**config.mk**
```make
export PLATFORM = sky130hd
export DESIGN_NAME = btn_conditioner
export DESIGN_NICKNAME = d
export VERILOG_FILES = /design/src/rtl/btn_pkg.sv /design/src/rtl/btn_channel.sv /design/src/rtl/btn_conditioner.sv
export SDC_FILE = /design/constraint.sdc
export NUM_CORES = 1
export LEC_CHECK = 0
export CAP_MARGIN = 10
export CORE_ASPECT_RATIO = 0.7
export CORE_MARGIN = 2
export CORE_UTILIZATION = 50
export CTS_CLUSTER_SIZE = 30
export DETAILED_ROUTE_END_ITERATION = 8
export GPL_TIMING_DRIVEN = 0
export PLACE_DENSITY = 0.77
export SYNTH_ARGS = -nofsm -noshare
export SYNTH_HDL_FRONTEND = slang
export SYNTH_SLANG_ARGS = --single-unit
```
**constraint.sdc**
```tcl
create_clock -name clk -period 7.96 [get_ports clk]
set_clock_uncertainty 0.1 [all_clocks]
set_input_delay 1.592 -clock clk [delete_from_list [all_inputs] [get_ports clk]]
set_output_delay 1.592 -clock clk [all_outputs]
set_load 0.01 [all_outputs]
```
**src/rtl/btn_pkg.sv**
```systemverilog
// Shared definitions for the push-button conditioner.
//   - CLK_HZ and default timing constants for a 100 MHz system clock
//   - per-channel repeat FSM state type
//   - max_u helper used to size the shared repeat counter
package btn_pkg;

    localparam int unsigned CLK_HZ              = 100_000_000;
    localparam int unsigned DEBOUNCE_CYCLES_DEF = CLK_HZ / 50;  // 20 ms
    localparam int unsigned HOLD_CYCLES_DEF     = CLK_HZ / 2;   // 500 ms
    localparam int unsigned REPEAT_CYCLES_DEF   = CLK_HZ / 10;  // 100 ms

    typedef enum logic [1:0] {
        StReleased,
        StHeldInit,
        StHeldRpt
    } btn_state_e;

    function automatic int unsigned max_u(input int unsigned a, input int unsigned b);
        return (a > b) ? a : b;
    endfunction

endpackage

```
**src/rtl/btn_channel.sv**
```systemverilog
// One button channel: 2-flop synchroniser, debounce counter, and
// press/auto-repeat FSM producing a registered single-cycle pulse.
// Ports:
//   clk, rst_n : clock, asynchronous active-low reset
//   i_raw      : raw bouncing button input (1 = pressed)
//   o_level    : debounced level
//   o_pulse    : one-cycle press / repeat event
module btn_channel
    import btn_pkg::*;
#(
    parameter int unsigned DEBOUNCE_CYCLES = DEBOUNCE_CYCLES_DEF,
    parameter int unsigned HOLD_CYCLES     = HOLD_CYCLES_DEF,
    parameter int unsigned REPEAT_CYCLES   = REPEAT_CYCLES_DEF,
    parameter bit          REPEAT_EN       = 1'b1
) (
    input  logic clk,
    input  logic rst_n,
    input  logic i_raw,
    output logic o_level,
    output logic o_pulse
);

    localparam int unsigned DW = $clog2(DEBOUNCE_CYCLES);
    localparam int unsigned RW = $clog2(max_u(HOLD_CYCLES, REPEAT_CYCLES));

    localparam logic [DW-1:0] DEB_TERM  = DW'(DEBOUNCE_CYCLES - 1);
    localparam logic [RW-1:0] HOLD_TERM = RW'(HOLD_CYCLES - 1);
    localparam logic [RW-1:0] RPT_TERM  = RW'(REPEAT_CYCLES - 1);

    if (DEBOUNCE_CYCLES < 2) begin : g_bad_debounce
        $error("btn_channel: DEBOUNCE_CYCLES must be >= 2");
    end
    if (HOLD_CYCLES < 2) begin : g_bad_hold
        $error("btn_channel: HOLD_CYCLES must be >= 2");
    end
    if (REPEAT_CYCLES < 2) begin : g_bad_repeat
        $error("btn_channel: REPEAT_CYCLES must be >= 2");
    end

    logic          r_s1, r_s2;
    logic          r_level;
    logic [DW-1:0] r_deb_cnt;
    logic [RW-1:0] r_rpt_cnt;
    btn_state_e    r_state;
    logic          r_pulse;

    logic          w_flip, w_rise, w_fall;
    logic          w_level_d;
    logic [DW-1:0] w_deb_cnt_d;
    logic [RW-1:0] w_rpt_cnt_d;
    btn_state_e    w_state_d;
    logic          w_pulse_d;

    // Debounce: level flips only after s2 has differed for DEBOUNCE_CYCLES
    // consecutive cycles; any return to the current level restarts the count.
    always_comb begin
        w_flip      = (r_s2 != r_level) && (r_deb_cnt == DEB_TERM);
        w_rise      = w_flip && r_s2;
        w_fall      = w_flip && !r_s2;
        w_level_d   = w_flip ? r_s2 : r_level;
        w_deb_cnt_d = '0;
        if ((r_s2 != r_level) && !w_flip) begin
            w_deb_cnt_d = r_deb_cnt + 1'b1;
        end
    end

    // Repeat FSM runs off the next-level events so the press pulse lands in
    // the same cycle the debounced level first reads 1.
    always_comb begin
        w_state_d   = r_state;
        w_rpt_cnt_d = r_rpt_cnt;
        w_pulse_d   = 1'b0;
        if (w_fall) begin
            // Release wins over a same-cycle repeat terminal count.
            w_state_d   = StReleased;
            w_rpt_cnt_d = '0;
        end else begin
            unique case (r_state)
                StReleased: begin
                    if (w_rise) begin
                        w_pulse_d   = 1'b1;
                        w_rpt_cnt_d = '0;
                        w_state_d   = StHeldInit;
                    end
                end
                StHeldInit: begin
                    if (REPEAT_EN) begin
                        if (r_rpt_cnt == HOLD_TERM) begin
                            w_pulse_d   = 1'b1;
                            w_rpt_cnt_d = '0;
                            w_state_d   = StHeldRpt;
                        end else begin
                            w_rpt_cnt_d = r_rpt_cnt + 1'b1;
                        end
                    end
                end
                StHeldRpt: begin
                    if (r_rpt_cnt == RPT_TERM) begin
                        w_pulse_d   = 1'b1;
                        w_rpt_cnt_d = '0;
                    end else begin
                        w_rpt_cnt_d = r_rpt_cnt + 1'b1;
                    end
                end
                default: begin
                    w_state_d   = StReleased;
                    w_rpt_cnt_d = '0;
                end
            endcase
        end
    end

    always_ff @(posedge clk or negedge rst_n) begin
        if (!rst_n) begin
            r_s1      <= 1'b0;
            r_s2      <= 1'b0;
            r_level   <= 1'b0;
            r_deb_cnt <= '0;
            r_rpt_cnt <= '0;
            r_state   <= StReleased;
            r_pulse   <= 1'b0;
        end else begin
            r_s1      <= i_raw;
            r_s2      <= r_s1;
            r_level   <= w_level_d;
            r_deb_cnt <= w_deb_cnt_d;
            r_rpt_cnt <= w_rpt_cnt_d;
            r_state   <= w_state_d;
            r_pulse   <= w_pulse_d;
        end
    end

    assign o_level = r_level;
    assign o_pulse = r_pulse;

endmodule

```
**src/rtl/btn_conditioner.sv**
```systemverilog
// Multi-channel push-button conditioner: N_BTN independent btn_channel
// instances whose outputs are concatenated.
// Ports:
//   clk, rst_n : clock, asynchronous active-low reset
//   btn_raw    : raw button pins (1 = pressed)
//   btn_level  : debounced level per channel
//   btn_pulse  : one-cycle press/repeat event per channel
module btn_conditioner
    import btn_pkg::*;
#(
    parameter int unsigned N_BTN           = 5,
    parameter int unsigned DEBOUNCE_CYCLES = DEBOUNCE_CYCLES_DEF,
    parameter int unsigned HOLD_CYCLES     = HOLD_CYCLES_DEF,
    parameter int unsigned REPEAT_CYCLES   = REPEAT_CYCLES_DEF,
    parameter bit          REPEAT_EN       = 1'b1
) (
    input  logic             clk,
    input  logic             rst_n,
    input  logic [N_BTN-1:0] btn_raw,
    output logic [N_BTN-1:0] btn_level,
    output logic [N_BTN-1:0] btn_pulse
);

    for (genvar i = 0; i < N_BTN; i++) begin : g_ch
        btn_channel #(
            .DEBOUNCE_CYCLES(DEBOUNCE_CYCLES),
            .HOLD_CYCLES    (HOLD_CYCLES),
            .REPEAT_CYCLES  (REPEAT_CYCLES),
            .REPEAT_EN      (REPEAT_EN)
        ) u_ch (
            .clk    (clk),
            .rst_n  (rst_n),
            .i_raw  (btn_raw[i]),
            .o_level(btn_level[i]),
            .o_pulse(btn_pulse[i])
        );
    end

endmodule
```
==> results.sh <==
export IMPL_critPathBufInv=2
export IMPL_syn_num_nets=1637
export IMPL_drt_iter0_drc=1037
export IMPL_synth_adder_area_share_pct=3.00
export IMPL_cts_made_buffers=28
export IMPL_yosys_warnings=0
export IMPL_path_max_fanout=6
export IMPL_layout_nets=1685
export IMPL_first_global_vias=11700
export IMPL_post_cts_setup_buffers=0
export IMPL_synth_edf_count=0
export IMPL_min_period_ns=3.40
export IMPL_hpwl_um=22200
export IMPL_cts_sinks=265
export IMPL_drive_gt1_share_pct=5.90
export IMPL_grt_max_degree=114
export IMPL_ys_seq_area_share_pct=45.5
export IMPL_place_area_mm2=0.0153
export IMPL_rows=52
export IMPL_power_density_mw_per_mm2=169
export IMPL_grt_pass1_wl_um=56100
export IMPL_port_buffers=16
export IMPL_path_clk_slew_ns=0.06
export IMPL_worstHoldStart="g_ch[3].u_ch.r_s1$_DFF_PN0_"
export IMPL_total_power_mw=2.73
export IMPL_gp_congestion=0.890
export IMPL_synth_cell_area_mm2=0.0146
export IMPL_ant_nets=0
export IMPL_critPathRequiredTime_ns=6.27
export IMPL_yosys_area_share_simple_pct=29.8
export IMPL_crit_type="flip-flop to output pin"
export IMPL_critPathMaxStageDelay_ns=0.52
export IMPL_yosys_mux_area_fraction_pct=0.438
export IMPL_setup_viol=0
export IMPL_grt_util_all_layers_pct=21.3
export IMPL_vias_per_cell=6.03
export IMPL_async_flop_share_pct=100
export IMPL_maxCapViolations=0
export IMPL_setup_tns_ns=0
export IMPL_post_place_ws_ns=4.87
export IMPL_path_cells="buf_4 -> clkdlybuf4s50_1"
export IMPL_remaining_drc_errors=0
export IMPL_overflow=0
export IMPL_antenna_found_initial=0
export IMPL_fin_crit_sh_pct=42.7
export IMPL_dieArea_mm2=0.0306
export IMPL_cp_end_kind="output pin"
export IMPL_design_area_mm2=0.0162
export IMPL_synth_area_leaders="dfrtp_1, nand3_1, nand2_1, nor2_1, xor2_1"
export IMPL_rsz0062_at_grt="false"
export IMPL_synth_ff_type="dfrtp_1"
export IMPL_ys_top_cells_by_count="dfrtp_1, nand2_1, nand3_1, nor2_1, xor2_1"
export IMPL_cp_startpoint="g_ch[0].u_ch.o_level$_DFFE_PN0N_"
export IMPL_synthXorXnorAreaFrac_pct=5.83
export IMPL_timing_fmax_ghz=0.294
export IMPL_synth_top_family_by_area="simple AND/OR/NAND/NOR gates"
export IMPL_synth_compound_area_share_pct=12.2
export IMPL_worst_hold_path_type="flip-flop to flip-flop"
export IMPL_area_growth_pct=11.1
export IMPL_yosys_area_top_type="dfrtp_1"
export IMPL_relSlewSlack_pct=22.3
export IMPL_totalWireLength_um=32200
export IMPL_cts_tree="built"
export IMPL_core_area_mm2=0.0288
export IMPL_dieWidth_um=208
export IMPL_start_kind="flip-flop"
export IMPL_path_delay_family="buffers and inverters"
export IMPL_post_synth_cell_area_avg_um2=9.14
export IMPL_syn_inst=1595
export IMPL_route_detailed_wl_per_inst_um=15.8
export IMPL_post_synth_top_count_cell="dfrtp_1"
export IMPL_synth_distinct_cells=71
export IMPL_synth_top_cell_area_share_pct=45.5
export IMPL_cts_max_level=1
export IMPL_diodes=0
export IMPL_fin_ws_ns=4.56
export IMPL_vdd_drop_max_mv=0.122
export IMPL_drt_pass1_iterations=5
export IMPL_timing_rr_start="g_ch[3].u_ch.r_rpt_cnt[0]$_DFFE_PN0P_"
export IMPL_cts_resized=0
export IMPL_worst_pin_slew_ns=1.15
export IMPL_drv_slew=0
export IMPL_finalHoldViolCount=0
export IMPL_clock_path_buffers=3
export IMPL_hold_buffers=0
export IMPL_initial_core_util_pct=50.7
export IMPL_arrival_ns=1.71
export IMPL_status="finished clean"
export IMPL_ys_seq_elements=265
export IMPL_clk_latency_ns=0.55
export IMPL_fp_dieH_um=147
export IMPL_vias=12300
export IMPL_pin_count=17
export IMPL_final_util_pct=56.3
export IMPL_cp_slowest_cell="clkdlybuf4s50_1"
export IMPL_p_leak_nw=6.54
export IMPL_cts_root_buf="clkbuf_16"
==> stage by stage <==
step                hold WS, ns  instances
CTS                       0.247       2040
floorplan                 0.231       1595
global placement          0.233       1989
global route              0.255       2040
finish                    0.246       2040
detailed placement        0.236       1991
==> sequential cells by signal (all words and copies together), names as in the netlist <==
register	count
g_ch.u_ch.r_s2	5
g_ch.u_ch.r_s1	5
g_ch.u_ch.r_deb_cnt	105
g_ch.u_ch.r_state	10
g_ch.u_ch.o_level	5
g_ch.u_ch.o_pulse	5
g_ch.u_ch.r_rpt_cnt	130
==> cells in the final DEF, fill, tap and decap left out, types with 35 or more instances in the layout <==
master,synthesis,final
clkbuf_1,48,52
dfrtp_1,265,265
nand4_1,52,52
nand2_1,202,202
o21ai_0,35,35
ha_1,35,35
nor2_1,147,147
nand3_1,179,179
o311ai_0,47,47
and3_1,39,39
xnor2_1,35,35
xor2_1,62,62
inv_1,45,45
==> final timing paths <==
check	depth (start not counted)	endpoint	slack (ns)
worst max register to register	9	g_ch[3].u_ch.r_rpt_cnt[11]$_DFFE_PN0P_	4.90
max in group asynchronous	2	g_ch[3].u_ch.r_deb_cnt[13]$_DFF_PN0_	5.91
worst min register to register	0	g_ch[3].u_ch.r_s2$_DFF_PN0_	0.25
worst min-delay path	0	g_ch[3].u_ch.r_s2$_DFF_PN0_	0.25
min in group asynchronous	1	g_ch[4].u_ch.r_deb_cnt[4]$_DFF_PN0_	0.89
worst max-delay path	2	btn_level[0]	4.56
==> layer usage <==
metal / global-route usage, % / routed length [µm] / part of all wire (%)
met1: 32.0 / 16000 / 50
met2: 32.9 / 14100 / 44
met3: 2.74 / 1530 / 4.8
met4: 4.89 / 592 / 1.8
met5: 0 / 0 / 0
==> cell type report <==
cell class,count,area (µm²)
buffer,67,307
clock buffer,39,823
clock inverter,10,100
fill,2561,12600
inverter,45,169
multi-input combinational,1218,7470
sequential,265,6630
tap,378,473
timing repair buffer,18,220
==> where the power goes <==
group,total (mW),switching [mW],internal [mW],leakage (nW)
Sequential,1.36,0.00867,1.36,3.67
Combinational,0.0561,0.0418,0.0142,2.40
Clock,1.31,0.530,0.780,0.465
==> cells by family after synthesis <==
kind of cell             Yosys count
buffers and inverters            112
AND/OR/NAND/NOR                  841
adder cells (fa/ha/maj)           35
multiplexers                       6
AO/OA/AOI/OAI                    239
XOR/XNOR                          97
flip-flops                       265
Power figures use the tool's default switching activity.
